### src/rtl/load_store_unit.sv
// ============================================================================
// load_store_unit: byte-addressed B/H/W/D loads and stores onto a 64-bit
// word memory, with read-modify-write for sub-doubleword stores.
// Revision: 1.0
// ============================================================================
`default_nettype none

module load_store_unit #(
    parameter int MEM_AW = 10
) (
    input  logic        clk,
    input  logic        rst,
    input  logic        req_valid,
    output logic        req_ready,
    input  logic        req_is_store,
    input  logic [2:0]  req_funct3,
    input  logic [63:0] req_addr,
    input  logic [63:0] req_wdata,
    output logic        resp_valid,
    input  logic        resp_ready,
    output logic [63:0] resp_data,
    output logic        resp_err,
    output logic        mem_read,
    output logic        mem_write,
    output logic [63:0] mem_addr,
    output logic [63:0] mem_wdata,
    input  logic [63:0] mem_rdata
);

    typedef enum logic [2:0] {
        S_IDLE     = 3'd0,
        S_LOAD     = 3'd1,
        S_STORE_RD = 3'd2,
        S_STORE_WR = 3'd3,
        S_RESP     = 3'd4
    } state_t;

    state_t      state_q;
    logic        req_ready_q;
    logic        resp_valid_q;
    logic [63:0] resp_data_q;
    logic        resp_err_q;
    logic        mem_read_q;
    logic        mem_write_q;
    logic [63:0] mem_addr_q;
    logic [63:0] mem_wdata_q;
    logic [2:0]  funct3_q;
    logic [2:0]  off_q;
    logic [63:0] wdata_q;

    logic        w_misaligned;
    logic        w_out_of_range;
    logic        w_illegal;
    logic        w_err;
    logic [63:0] w_word_idx;
    logic [63:0] w_lane;
    logic [63:0] w_load;
    logic [7:0]  w_bmask;
    logic [63:0] w_wshift;
    logic [63:0] w_merge;

    always_comb begin
        w_misaligned = 1'b0;
        case (req_funct3[1:0])
            2'd1:    w_misaligned = req_addr[0];
            2'd2:    w_misaligned = |req_addr[1:0];
            2'd3:    w_misaligned = |req_addr[2:0];
            default: w_misaligned = 1'b0;
        endcase
    end

    assign w_out_of_range = |req_addr[63:MEM_AW+3];
    assign w_illegal      = !req_is_store && (req_funct3 == 3'b111);
    assign w_err          = w_misaligned || w_out_of_range || w_illegal;
    assign w_word_idx     = {3'b000, req_addr[63:3]};

    // Load lane extraction; funct3[2] selects zero extension.
    assign w_lane = mem_rdata >> {off_q, 3'b000};

    always_comb begin
        w_load = 64'h0;
        case (funct3_q[1:0])
            2'd0:    w_load = {{56{!funct3_q[2] && w_lane[7]}},  w_lane[7:0]};
            2'd1:    w_load = {{48{!funct3_q[2] && w_lane[15]}}, w_lane[15:0]};
            2'd2:    w_load = {{32{!funct3_q[2] && w_lane[31]}}, w_lane[31:0]};
            default: w_load = w_lane;
        endcase
    end

    // Byte-lane merge of store data into the word read back from memory.
    always_comb begin
        w_bmask = 8'h00;
        case (funct3_q[1:0])
            2'd0:    w_bmask = 8'h01;
            2'd1:    w_bmask = 8'h03;
            2'd2:    w_bmask = 8'h0F;
            default: w_bmask = 8'hFF;
        endcase
        w_bmask  = w_bmask << off_q;
        w_wshift = wdata_q << {off_q, 3'b000};
        w_merge  = mem_rdata;
        for (int i = 0; i < 8; i++) begin
            if (w_bmask[i]) begin
                w_merge[8*i +: 8] = w_wshift[8*i +: 8];
            end
        end
    end

    always_ff @(posedge clk or posedge rst) begin
        if (rst) begin
            state_q      <= S_IDLE;
            req_ready_q  <= 1'b1;
            resp_valid_q <= 1'b0;
            resp_data_q  <= 64'h0;
            resp_err_q   <= 1'b0;
            mem_read_q   <= 1'b0;
            mem_write_q  <= 1'b0;
            mem_addr_q   <= 64'h0;
            mem_wdata_q  <= 64'h0;
            funct3_q     <= 3'b000;
            off_q        <= 3'b000;
            wdata_q      <= 64'h0;
        end else begin
            case (state_q)
                S_IDLE: begin
                    if (req_valid) begin
                        req_ready_q <= 1'b0;
                        funct3_q    <= req_funct3;
                        off_q       <= req_addr[2:0];
                        wdata_q     <= req_wdata;
                        resp_data_q <= 64'h0;
                        resp_err_q  <= w_err;
                        if (w_err) begin
                            resp_valid_q <= 1'b1;
                            state_q      <= S_RESP;
                        end else if (!req_is_store) begin
                            mem_read_q <= 1'b1;
                            mem_addr_q <= w_word_idx;
                            state_q    <= S_LOAD;
                        end else if (req_funct3[1:0] == 2'd3) begin
                            mem_write_q <= 1'b1;
                            mem_wdata_q <= req_wdata;
                            mem_addr_q  <= w_word_idx;
                            state_q     <= S_STORE_WR;
                        end else begin
                            mem_read_q <= 1'b1;
                            mem_addr_q <= w_word_idx;
                            state_q    <= S_STORE_RD;
                        end
                    end
                end
                S_LOAD: begin
                    resp_data_q  <= w_load;
                    mem_read_q   <= 1'b0;
                    mem_addr_q   <= 64'h0;
                    resp_valid_q <= 1'b1;
                    state_q      <= S_RESP;
                end
                S_STORE_RD: begin
                    mem_read_q  <= 1'b0;
                    mem_write_q <= 1'b1;
                    mem_wdata_q <= w_merge;
                    state_q     <= S_STORE_WR;
                end
                S_STORE_WR: begin
                    mem_write_q  <= 1'b0;
                    mem_wdata_q  <= 64'h0;
                    mem_addr_q   <= 64'h0;
                    resp_valid_q <= 1'b1;
                    state_q      <= S_RESP;
                end
                S_RESP: begin
                    if (resp_ready) begin
                        resp_valid_q <= 1'b0;
                        req_ready_q  <= 1'b1;
                        state_q      <= S_IDLE;
                    end
                end
                default: begin
                    state_q      <= S_IDLE;
                    req_ready_q  <= 1'b1;
                    resp_valid_q <= 1'b0;
                    mem_read_q   <= 1'b0;
                    mem_write_q  <= 1'b0;
                    mem_addr_q   <= 64'h0;
                end
            endcase
        end
    end

    assign req_ready  = req_ready_q;
    assign resp_valid = resp_valid_q;
    assign resp_data  = resp_data_q;
    assign resp_err   = resp_err_q;
    assign mem_read   = mem_read_q;
    assign mem_write  = mem_write_q;
    assign mem_addr   = mem_addr_q;
    assign mem_wdata  = mem_wdata_q;

endmodule

`default_nettype wire
### config.mk
export PLATFORM = sky130hd
export DESIGN_NAME = load_store_unit
export DESIGN_NICKNAME = d
export VERILOG_FILES = /design/src/rtl/load_store_unit.sv
export SDC_FILE = /design/constraint.sdc
export NUM_CORES = 1
export LEC_CHECK = 0
export ABC_AREA = 1
export CAP_MARGIN = 20
export CORE_MARGIN = 1
export CORE_UTILIZATION = 45
export CTS_CLUSTER_SIZE = 12
export DETAILED_ROUTE_END_ITERATION = 6
export PLACE_DENSITY = 0.71
export SKIP_LAST_GASP = 1
export SYNTH_ARGS = -nofsm -noshare
export SYNTH_HDL_FRONTEND = slang
export SYNTH_SLANG_ARGS = --single-unit
export TNS_END_PERCENT = 10
### constraint.sdc
create_clock -name clk -period 10.2 [get_ports clk]
set_input_delay 2.04 -clock clk [delete_from_list [all_inputs] [get_ports clk]]
set_output_delay 2.04 -clock clk [all_outputs]
set_load 0.05 [all_outputs]
# ---- Yosys cells after proc, flatten, opt, wreduce, memory -nomap -nowiden
# Index checks and enable logic that the tools add are counted.
dict set report classes {
  shifts 3
  mux 44
  eq_ne 17
  n_bitwise 5
  reduce_logical 29
}
# op count
set op_table {}
lappend op_table {{two-way mux 64 bit} 7}
lappend op_table {{one-hot mux 64 bit (3 select lines)} 2}
lappend op_table {{one-hot mux 64 bit (2 select lines)} 2}
lappend op_table {{two-way mux 8 bit} 8}
lappend op_table {{left shift 64 x 6 -> 64 bit} 1}
lappend op_table {{right shift 64 x 6 -> 64 bit} 1}
lappend op_table {{OR reduction 51 bit} 1}
lappend op_table {{one-hot mux 8 bit (3 select lines)} 1}
lappend op_table {{two-way mux 1 bit} 14}
lappend op_table {{inequality test 2 bit (second input constant)} 6}
lappend op_table {{one-hot mux 3 bit (4 select lines)} 1}
lappend op_table {{AND reduction 5 bit} 2}
lappend op_table {{OR reduction 2 bit} 5}
lappend op_table {{two-way mux 3 bit} 3}
lappend op_table {{one-hot mux 1 bit (3 select lines)} 3}
lappend op_table {{AND reduction 4 bit} 2}
lappend op_table {{left shift 8 x 3 -> 8 bit} 1}
lappend op_table {{== test 2 bit (second input constant)} 3}
lappend op_table {{== test 3 x 2 -> 1 bit (second input constant)} 2}
lappend op_table {{== test 3 bit (second input constant)} 2}
lappend op_table {{AND reduction 2 bit} 3}
lappend op_table {{AND reduction 3 bit} 2}
lappend op_table {{OR reduction 3 bit} 2}
lappend op_table {{inverter 1 bit} 5}
lappend op_table {{13 further kinds} 19}
dict set report totals {
  reg_bits 270
  word_cells 110
  out_inout_bits 197
}

# ---- Depth between registers and ports, before layout
# Gate-level depths: netlist of run 1.
dict set report logic_depth {
  word_depth 7
  depth_mapped 15
  ltp_nobuf 12
}

# ---- Worst setup path after synthesis of run 1
# No wires, ideal clock.
dict set report synth_path {
  path_type {input to register}
  start {in req_addr[13]}
  end {reg mem_wdata_q[0] (netlist: mem_wdata[0])}
  slack_ps 6855
  setup_time_ps 65
  required_time_ps 10135
  path_stages 10
  n_path_buf 2
  t_arrival_ps 3280
  path_cell_list {or2_2 -> nor2_1 -> nand3_1 -> nor2_1 -> nand3_1 -> nand2_1 -> buf_4 -> buf_2 -> nand3_1 -> nand2_1}
}
dict set report synth_between {
  elab_chain_len 5
}
# element line_no
set synth_rtl {}
lappend synth_rtl {{from (decl)} 17} ;# input logic [63:0] req_addr,
lappend synth_rtl {{OR reduction 51 bit} 72} ;# assign w_out_of_range = |req_addr[63:MEM_AW+3];
lappend synth_rtl {{logical OR 1 bit (2 in series)} 74} ;# assign w_err = w_misaligned || w_out_of_range || w_illegal;
lappend synth_rtl {{inequality test 2 bit (no source line)} n/a}
lappend synth_rtl {{AND reduction 5 bit (no source line)} n/a}
lappend synth_rtl {{to (signal assigned)} 142} ;# mem_wdata_q <= req_wdata;
lappend synth_rtl {{to (signal assigned)} 162} ;# mem_wdata_q <= w_merge;
lappend synth_rtl {{to (decl)} 46} ;# logic [63:0] mem_wdata_q;
# Every way passes these cells.
# A chain may end at the register's enable or synchronous reset.

# ---- Final worst setup path of run 1
dict set report layout_path {
  start {in req_valid}
  end {reg mem_addr_q[29] (netlist: mem_addr[29])}
}
dict set report layout_between {
  elab_chain_len 2
}
# element line_no
set layout_rtl {}
lappend layout_rtl {{from (decl)} 13} ;# input logic req_valid,
lappend layout_rtl {{inequality test 2 bit (no source line)} n/a}
lappend layout_rtl {{AND reduction 3 bit (no source line)} n/a}
lappend layout_rtl {{to (signal assigned)} 138} ;# mem_addr_q <= w_word_idx;
lappend layout_rtl {{to (signal assigned)} 143} ;# mem_addr_q <= w_word_idx;
lappend layout_rtl {{to (signal assigned)} 147} ;# mem_addr_q <= w_word_idx;
lappend layout_rtl {{to (decl)} 45} ;# logic [63:0] mem_addr_q;
# Every way passes these cells.

==> results of run 1 <==
[cells in the mapped netlist, types with 2 or more instances]
library cell  instances  area share
clkbuf_1             47       0.011
buf_6                 4      0.0029
a31oi_1               2     0.00080
inv_2                12      0.0029
nand2_2               5      0.0020
o21bai_1             23       0.011
a22oi_1               3      0.0014
dfrtp_1             266        0.43
buf_4                15      0.0072
o211ai_1             16      0.0077
a21oi_1              73       0.023
nor3_1                9      0.0029
nor2_2                4      0.0016
nand2_1            1023        0.25
buf_2                63       0.020
o21ai_2               3      0.0017
a211oi_1              5      0.0024
o22ai_1               2     0.00080
nand3_1             219       0.070
buf_1                22      0.0053
nand4_1              11      0.0044
a22o_1                6      0.0034
nor2_1              130       0.031
or2_2                 2     0.00080
mux2i_1               2      0.0013
inv_1               150       0.036
nand3b_1              3      0.0014
o21ai_0             207       0.066
[stage by stage]
stage	setup WS, ns	power (µW)	utilization
finish	5.93	5760	0.607
global route	5.69	6090	0.607
CTS	5.81	5680	0.605
detailed placement	5.22	4590	0.576
global placement	5.34	4570	0.576
floorplan	0.808	3620	-
[path summary, 6_finish.rpt]
path	startpoint	to	slack [ns]	cells past startpoint
worst max-delay path	req_valid	mem_addr[29]$_DFFE_PP0P_	5.93	10
worst min-delay path	mem_wdata[9]$_DFFE_PP0P_	mem_wdata[9]$_DFFE_PP0P_	0.47	2
worst max register to register	off_q[0]$_DFFE_PP0P_	resp_data[16]$_DFFE_PP0P_	6.04	10
worst min register to register	mem_wdata[9]$_DFFE_PP0P_	mem_wdata[9]$_DFFE_PP0P_	0.47	2
max in group asynchronous	rst	off_q[1]$_DFFE_PP0P_	6.52	3
min in group asynchronous	rst	mem_addr[48]$_DFFE_PP0P_	2.02	2
[area by class of cell]
type	count	area [µm²]
Fill cell	3231	13300
Inverter	163	619
Sequential cell	267	6690
Clock inverter	9	124
Clock buffer	43	850
Multi-Input combinational cell	1757	7610
Timing Repair Buffer	410	4090
Tap cell	448	561
[cell families (layout without fill, tap and decap cells)]
logic type | count (synthesis) | in the layout | share of synthesized area
compound gates | 341 | 341 | 0.120
mux | 2 | 2 | 0.00128
other cells | 1 | 3 | 0.000240
simple gates | 1411 | 1411 | 0.364
flops | 267 | 267 | 0.428
buf+inv | 315 | 625 | 0.0864
[critical path, delay by kind of cell]
family                 cells  cell delay (ns)
and+or+nand+nor            5             0.85
buffers and inverters      5             1.77
[sequential cells by signal, indices dropped and copies added (netlist names)]
register / flops
mem_wdata: 64
resp_data: 64
resp_valid: 1
mem_write: 1
funct3_q: 3
req_ready: 1
mem_addr: 61
resp_err: 1
wdata_q: 64
off_q: 3
state_q: 3
mem_read: 1
[power by group through the flow]
stage	sequential (µW)	clock, µW	combinational, µW
detailed placement	1630	0	2960
finish	1630	1080	3060
global route	1660	1130	3300
floorplan	1920	0	1700
global placement	1630	0	2940
CTS	1620	1100	2970
[metal layers]
metal | track usage | wire, µm | vias up | share of wire
li1 | - | - | 7980 | -
met1 | 0.511 | 27100 | 7921 | 0.42
met2 | 0.563 | 29000 | 994 | 0.45
met3 | 0.0633 | 6390 | 100 | 0.10
met4 | 0.0882 | 1550 | 2 | 0.024
met5 | 0 | 11 | - | 0.00017
==> metrics.md, run 1 <==
| Metric | Value |
|---|---|
| Sequential power share | `0.283` |
| Largest stage delay, worst path | `0.75 ns` |
| Port buffer count | `393` |
| Max Cap Viol | `0` |
| Number of synthesized flops with an enable pin | `0` |
| Vias in the first global route | `16000` |
| Final Hold Viols | `0` |
| Most frequent cells in the layout | `nand2_1, clkdlybuf4s50_1, dfrtp_1` |
| Hold-fix buffers, CTS | `0` |
| RePlAce Congestion | `0.971` |
| Initial antenna violation count | `2` |
| Initial core utilization | `0.461` |
| Worst min path class | `reg2reg` |
| Design area | `20500 µm²` |
| Synth cell types | `38` |
| CTS Root Cell | `clkbuf_16` |
| Final wirelength | `64000 µm` |
| Register area share after synthesis | `0.428` |
| Post-DRT Antenna Nets | `0` |
| Most common library cell in the layout ignoring fill and taps | `nand2_1` |
| Switching Power | `2960 µW` |
| Total negative slack | `0 ns` |
| WP data required | `10.63 ns` |
| Share of post-route cells with drive strength above 1 | `0.0370` |
| Row count | `67` |
| Number of synthesized register bits | `267` |
| Sw Share | `0.514` |
| Placed insts | `3043` |
| Relative slew slack | `0.313` |
| Time the worst path needs with I/O delays and setup | `4.27 ns` |
| Layout area overhead | `31.7%` |
| Reg clk slew, reported paths | `0.06 ns` |
| Final number of max-transition violations | `0` |
| Post-CTS setup repair buffer count | `0` |
| GRT Overall Usage | `0.358` |
| Die ar. | `35400 µm²` |
| Post-DP HPWL | `47000 µm` |
| Number of buffers created by CTS | `30` |
| Setup crit start kind | `input port` |
| Crit path cell chain | `clkdlybuf4s50_1 -> inv_1 -> nand2_1 -> inv_1 -> nor2_1 -> nand2_1 -> inv_1 -> nand2_1 -> inv_2 -> nor2_1` |
| Power per cell area | `281 nW/µm²` |
| Mean Syn Cell Area | `6.68 µm²` |
| Peak VDD IR | `0.224 mV` |
| P_int | `2800 µW` |
| DRT iter0 DRCs | `2063` |
| Ys async rst share | `1.00` |
| CP arrival | `4.70 ns` |
| Global route total overflow | `0` |
| H-tree lvl count | `1` |
| Crit-path slowest cell | `inv_2` |
| Resized Gates After CTS | `0` |
| Critical Path Sink Type | `register` |
| WL/cell | `20.7 µm` |
| Die W | `188 µm` |
| Main synth FF type | `dfrtp_1` |
| Worst slew pin tran | `1.03 ns` |
| Residual DRC count | `0` |
| Max FO, Critical Path | `51` |
| Finish-stage setup viols | `0` |
| Tcrit/Tclk final | `0.419` |
| Clock network fraction of design power | `0.187` |
| Worst-Skew Late Latency | `0.59 ns` |
| Critical path class | `in2reg` |
| Ports | `397` |
| Routed vias | `17000` |
| Placed cell area | `19500 µm²` |
| Worst hold margin | `0.472 ns` |
| Post-route insts no fill | `3097` |
| Mapped Area | `15600 µm²` |
| Ys Warns | `0` |
| Clk buf depth | `3` |
| Status | `completed` |
| Die Ht | `188 µm` |
| Fmax | `234 MHz` |
| Clk sinks | `267` |
| Core area | `33900 µm²` |
| CTS tree | `built` |
| RSZ-0062 raised after global routing | `false` |
| First-pass GRT wire length | `97500 µm` |
| # nets final | `2829` |
| Cells after synthesis | `2337` |
| Clk_skew | `0.0122 ns` |
| Pre-Repair DR Iteration Count | `7` |
| Vias per inst | `5.49` |
| Largest net degree at the start of global routing | `124` |
| Leakage power | `0.0102 µW` |
| N_diodes | `0` |
| Logic pwr share | `0.530` |
(Power assumes the default switching activity.)
==> run 2: changes to the inputs <==
--- a/config.mk
+++ b/config.mk
@@ -11,7 +11,7 @@
 export CORE_UTILIZATION = 45
 export CTS_CLUSTER_SIZE = 12
 export DETAILED_ROUTE_END_ITERATION = 6
-export PLACE_DENSITY = 0.71
+export PLACE_DENSITY = 0.74
 export SKIP_LAST_GASP = 1
 export SYNTH_ARGS = -nofsm -noshare
 export SYNTH_HDL_FRONTEND = slang
==> constraint.sdc (replaced) <==
create_clock -name clk -period 3.72 [get_ports clk]
set_input_delay 0.744 -clock clk [delete_from_list [all_inputs] [get_ports clk]]
set_output_delay 0.744 -clock clk [all_outputs]
set_load 0.05 [all_outputs]
==> metrics.md, run 2 (synthesized netlist as in run 1, its figures left out) <==
| Metric | Value |
|---|---|
| Status | `completed` |
| Most common library cell in the layout ignoring fill and taps | `nand2_1` |
| Hold Path End | `mem_wdata[2]$_DFFE_PP0P_` |
| Number of buffers created by CTS | `30 (unchanged)` |
| Tcrit/Tclk final | `0.807` |
| GRT Overall Usage | `0.360 (+0.00166)` |
| Post-DRT Antenna Nets | `0 (unchanged)` |
| P_int | `7890 µW (+180%)` |
| Total negative slack | `0 ns (unchanged)` |
| Clk buf depth | `3 (unchanged)` |
| Fmax | `333 MHz` |
| WP data required | `4.23 ns (-6.40 ns)` |
| Final number of max-transition violations | `0 (unchanged)` |
| Largest net degree at the start of global routing | `97 (-22%)` |
| Worst r2r dst | `resp_data[9]$_DFFE_PP0P_` |
| CTS tree | `built` |
| Port buffer count | `393 (unchanged)` |
| Setup crit start kind | `register` |
| Layout area overhead | `33.3%` |
| RePlAce Congestion | `0.990 (+1.9%)` |
| Reg2Reg Setup Slack | `0.72 ns (-5.32 ns)` |
| Hold-fix buffers, CTS | `0 (unchanged)` |
| Multi-input logic area | `7610 µm² (unchanged)` |
| Time the worst path needs with I/O delays and setup | `3.00 ns` |
| Sequential power share | `0.268 (-0.015)` |
| Post-CTS setup repair buffer count | `0 (unchanged)` |
| Die W | `188 µm (unchanged)` |
| Max Cap Viol | `0 (unchanged)` |
| Hold depth | `2 (unchanged)` |
| N_diodes | `0 (unchanged)` |
| Power per cell area | `772 nW/µm² (+180%)` |
| Vias per inst | `5.54 (+0.94%)` |
| Clock network fraction of design power | `0.191 (+0.004)` |
| Most frequent cells in the layout | `nand2_1, clkdlybuf4s50_1, dfrtp_1` |
| Critical path class | `reg2reg` |
| Clk sinks | `267 (unchanged)` |
| Place WS | `0.559 ns (-4.66 ns)` |
| Resized Gates After CTS | `0 (unchanged)` |
| Core area | `33900 µm² (unchanged)` |
| Row count | `67 (unchanged)` |
| Post-route insts no fill | `3118 (+0.68%)` |
| R2R cell count | `7 (-3)` |
| Filler cells | `3219 (-0.37%)` |
| First-pass GRT wire length | `97600 µm (+0.13%)` |
| Reg clk slew, reported paths | `0.06 ns (about the same)` |
| Routed vias | `17300 (+1.6%)` |
| Die Ht | `188 µm (unchanged)` |
| Logic pwr share | `0.541 (+0.011)` |
| Pre-Repair DR Iteration Count | `6 (-1)` |
| CP arrival | `3.51 ns (-1.19 ns)` |
| DRT iter0 DRCs | `1827 (-11%)` |
| Worst slew pin tran | `0.965 ns (-0.0650 ns)` |
| Worst-Skew Late Latency | `0.58 ns (about the same)` |
| WL/cell | `20.6 µm (-0.10%)` |
| H-tree lvl count | `1 (unchanged)` |
| Die ar. | `35400 µm² (unchanged)` |
| Switching Power | `8160 µW (+180%)` |
| Hold wc startpoint | `mem_wdata[2]$_DFFE_PP0P_` |
| # nets final | `2851 (+0.78%)` |
| Placed insts | `3067 (+0.79%)` |
| Sw Share | `0.508 (-0.00526)` |
| Peak VDD IR | `0.555 mV (+150%)` |
| PnR worst setup slack | `0.718 ns (-5.21 ns)` |
| Final Hold Viols | `0 (unchanged)` |
| Register area | `6690 µm² (about the same)` |
| Relative slew slack | `0.356 (+0.0433)` |
| RSZ-0062 raised after global routing | `false` |
| Worst R2R Start | `off_q[0]$_DFFE_PP0P_` |
| Worst min path class | `reg2reg` |
| Global route total overflow | `0 (unchanged)` |
| Max FO, Critical Path | `68 (+33%)` |
| Finish-stage setup viols | `0 (unchanged)` |
| Clk_skew | `0.0131 ns (+0.000863 ns)` |
| Critical Path Sink Type | `register` |
| Share of post-route cells with drive strength above 1 | `0.0461 (+0.00907)` |
| Post-DP HPWL | `48500 µm (+3.1%)` |
| Initial core utilization | `0.461 (unchanged)` |
| Residual DRC count | `0 (unchanged)` |
| Vias in the first global route | `16300 (+1.4%)` |
| Initial antenna violation count | `0 (-2)` |
| CTS Root Cell | `clkbuf_16` |
| Ports | `397 (unchanged)` |
| Leakage power | `0.0104 µW (+1.4%)` |
| Final wirelength | `64400 µm (+0.57%)` |
==> run 2: layout make-up <==
cell class                      instances  area share
Multi-Input combinational cell       1757       0.366
Sequential cell                       267       0.322
Timing Repair Buffer                  432       0.207
Clock buffer                           41      0.0415
Inverter                              163      0.0296
Tap cell                              448      0.0270
Clock inverter                         10     0.00770
==> run 2: critical path: stages (launching register included) <==
cell and delay, ns:
dfrtp_4 0.74, nor2_2 0.61, inv_2 0.25, o21ai_0 0.65
o21ai_0 0.29, o21ai_0 0.24, nand2_1 0.07, nand2_1 0.07
==> run 2: how the worst max path moves through the flow <==
stage / startpoint / to / slack (ns) / cells past startpoint
after global routing: off_q[0]$_DFFE_PP0P_ / resp_data[23]$_DFFE_PP0P_ / 0.51 / 9
final: off_q[0]$_DFFE_PP0P_ / resp_data[9]$_DFFE_PP0P_ / 0.72 / 7
after detailed placement: req_addr[33] / mem_addr[39]$_DFFE_PP0P_ / 0.56 / 12
after floorplan: rst / funct3_q[0]$_DFFE_PP0P_ / -0.55 / 1
after global placement: req_addr[33] / mem_addr[59]$_DFFE_PP0P_ / 0.62 / 12
after CTS: off_q[0]$_DFFE_PP0P_ / resp_data[23]$_DFFE_PP0P_ / 0.84 / 9
==> run 2: per-stage QoR <==
step	hold WS, ns	utilization	cell area [µm²]	total power [µW]
global route	0.489	0.614	20800	16900
CTS	0.475	0.614	20800	15900
finish	0.472	0.614	20800	16100
floorplan	0.442	-	15600	9920
global placement	0.454	0.584	19800	12700
detailed placement	0.460	0.584	19800	12800
==> run 2: per-layer routing <==
layer	wire (µm)	vias up	track usage
li1	-	8024	-
met1	27600	8207	0.520
met2	29200	953	0.562
met3	5900	89	0.0540
met4	1690	0	0.0988
met5	0	-	0
==> run 2: power groups by stage <==
stage | Clock [µW] | Sequential [µW] | Combinational [µW]
3_5_place_dp | 0 | 4310 | 8440
6_report | 3060 | 4310 | 8680
3_3_place_gp | 0 | 4300 | 8400
2_1_floorplan | 0 | 5260 | 4660
4_1_cts | 3090 | 4280 | 8490
5_1_grt | 3200 | 4380 | 9340
==> run 3: changes to the inputs <==
==> constraint.sdc (replaced) <==
create_clock -name clk -period 2.5 [get_ports clk]
set_input_delay 0.5 -clock clk [delete_from_list [all_inputs] [get_ports clk]]
set_output_delay 0.5 -clock clk [all_outputs]
set_load 0.05 [all_outputs]
==> metrics.md, run 3 (synthesized netlist as in run 1, its figures left out) <==
| Metric | Value |
|---|---|
| Status | `completed` |
| Reg2Reg Setup Slack | `0.23 ns (-0.49 ns)` |
| Initial antenna violation count | `0 (unchanged)` |
| Filler cells | `3128 (-2.8%)` |
| Hold-fix buffers, CTS | `0 (unchanged)` |
| Place WS | `-0.159 ns (-0.718 ns)` |
| Crit path max-delay family | `buffers and inverters` |
| Layout area overhead | `36.6%` |
| Buf/Inv on CP | `1 (unchanged)` |
| Tcrit/Tclk final | `0.974` |
| Finish-stage setup viols | `0 (unchanged)` |
| Relative slew slack | `0.444 (+0.0873)` |
| Sequential power share | `0.257 (-0.011)` |
| Max Cap Viol | `0 (unchanged)` |
| CP arrival | `1.94 ns (-1.57 ns)` |
| Worst min path class | `in2async` |
| Die ar. | `35400 µm² (unchanged)` |
| Largest stage delay, worst path | `0.83 ns (+0.09 ns)` |
| # nets final | `2911 (+2.1%)` |
| Vias per inst | `5.49 (-0.95%)` |
| Ports | `397 (unchanged)` |
| Clock network fraction of design power | `0.177 (-0.014)` |
| Residual DRC count | `0 (unchanged)` |
| First-pass GRT wire length | `99000 µm (+1.4%)` |
| Port buffer count | `393 (unchanged)` |
| Reg clk slew, reported paths | `0.06 ns (about the same)` |
| Sw Share | `0.500 (-0.00842)` |
| WL/cell | `20.4 µm (-1.2%)` |
| Pre-Repair DR Iteration Count | `6 (unchanged)` |
| Clk_skew | `0.0177 ns (+0.00465 ns)` |
| Clk sinks | `267 (unchanged)` |
| Number of buffers created by CTS | `29 (-3.3%)` |
| Crit-path slowest cell | `clkdlybuf4s50_1` |
| Worst hold margin | `0.405 ns (-0.0679 ns)` |
| Final number of max-transition violations | `0 (unchanged)` |
| Power per cell area | `1150 nW/µm² (+49%)` |
| Worst r2r dst | `resp_data[8]$_DFFE_PP0P_` |
| Critical path class | `reg2out` |
| N_diodes | `0 (unchanged)` |
| Global route total overflow | `0 (unchanged)` |
| Peak VDD IR | `0.849 mV (+53%)` |
| Post-DRT Antenna Nets | `0 (unchanged)` |
| Switching Power | `12300 µW (+51%)` |
| R2R cell count | `9 (+2)` |
| Worst-Skew Late Latency | `0.58 ns (about the same)` |
| RSZ-0062 raised after global routing | `false` |
| Setup crit start kind | `register` |
| Final Hold Viols | `0 (unchanged)` |
| Most common library cell in the layout ignoring fill and taps | `nand2_1` |
| Worst slew pin tran | `0.826 ns (-0.140 ns)` |
| DRT iter0 DRCs | `1946 (+6.5%)` |
| Critical Path Source | `req_ready$_DFFE_PP1P_` |
| Crit path cell chain | `clkdlybuf4s50_1` |
| Largest net degree at the start of global routing | `100 (+3.1%)` |
| Max FO, Critical Path | `2 (-97%)` |
| Die Ht | `188 µm (unchanged)` |
| Power Total | `24600 µW (+53%)` |
| RePlAce Congestion | `1.00 (+1.2%)` |
| Core area | `33900 µm² (unchanged)` |
| Worst R2R Start | `off_q[0]$_DFFE_PP0P_` |
| Vias in the first global route | `16700 (+2.7%)` |
| Resized Gates After CTS | `0 (unchanged)` |
| Total negative slack | `0 ns (unchanged)` |
| WP data required | `2.00 ns (-2.23 ns)` |
| Share of post-route cells with drive strength above 1 | `0.0656 (+0.0195)` |
| CTS Root Cell | `clkbuf_16` |
| Time the worst path needs with I/O delays and setup | `2.44 ns` |
| Row count | `67 (unchanged)` |
| Clk buf depth | `3 (unchanged)` |
| Most frequent cells in the layout | `nand2_1, clkdlybuf4s50_1, dfrtp_1` |
| Design area | `21300 µm² (+2.5%)` |
| H-tree lvl count | `1 (unchanged)` |
| Post-DP HPWL | `49500 µm (+2.0%)` |
| Die W | `188 µm (unchanged)` |
| Initial core utilization | `0.461 (unchanged)` |
| Leakage power | `0.0107 µW (+2.9%)` |
| CTS tree | `built` |
| Post-CTS setup repair buffer count | `0 (unchanged)` |
| GRT Overall Usage | `0.363 (+0.00329)` |
| Placed cell area | `20400 µm² (+3.0%)` |
| PnR worst setup slack | `0.0644 ns (-0.654 ns)` |
| Fmax | `411 MHz` |
| P_int | `12300 µW (+56%)` |
| Final wirelength | `64900 µm (+0.74%)` |
| Routed vias | `17400 (+0.96%)` |
| Critical Path Sink Type | `output port` |
| Logic pwr share | `0.566 (+0.025)` |
run 3: cell type report:
cell class | count | area (µm²) | area share
inverter | 163 | 616 | 0.0289
multi-input combinational | 1757 | 7610 | 0.357
clock buffer | 45 | 856 | 0.0401
sequential | 267 | 6690 | 0.314
tap | 448 | 561 | 0.0263
timing repair buffer | 493 | 4900 | 0.230
clock inverter | 5 | 90.1 | 0.00423
run 3: worst max path at each step:
| stage | end | cells past startpoint | slack [ns] |
|---|---|---|---|
| final | req_ready | 1 | 0.06 |
| after global routing | mem_wdata[24]$_DFFE_PP0P_ | 9 | 0.02 |
| after CTS | req_ready | 1 | 0.05 |
| after detailed placement | mem_addr[50]$_DFFE_PP0P_ | 12 | -0.16 |
| after global placement | mem_addr[60]$_DFFE_PP0P_ | 12 | -0.09 |
| after floorplan | funct3_q[0]$_DFFE_PP0P_ | 1 | -1.52 |
run 3: power by group through the flow:
stage | Sequential, µW | Clock [µW] | Combinational, µW
after floorplan | 7830 | 0 | 6940
after global placement | 6310 | 0 | 13500
after detailed placement | 6320 | 0 | 13600
after CTS | 6270 | 4400 | 13600
after global routing | 6430 | 4560 | 15000
final | 6310 | 4360 | 13900
run 3: through the flow:
step | instances | util
2_1_floorplan | 2339 | -
3_3_place_gp | 3128 | 0.601
3_5_place_dp | 3128 | 0.601
4_1_cts | 3178 | 0.629
5_1_grt | 3178 | 0.629
6_report | 3178 | 0.629
run 3: routing by layer:
metal,part of all wire,GRT usage
met1,0.42,0.509
met2,0.46,0.579
met3,0.099,0.0656
met4,0.024,0.0935
met5,0,0
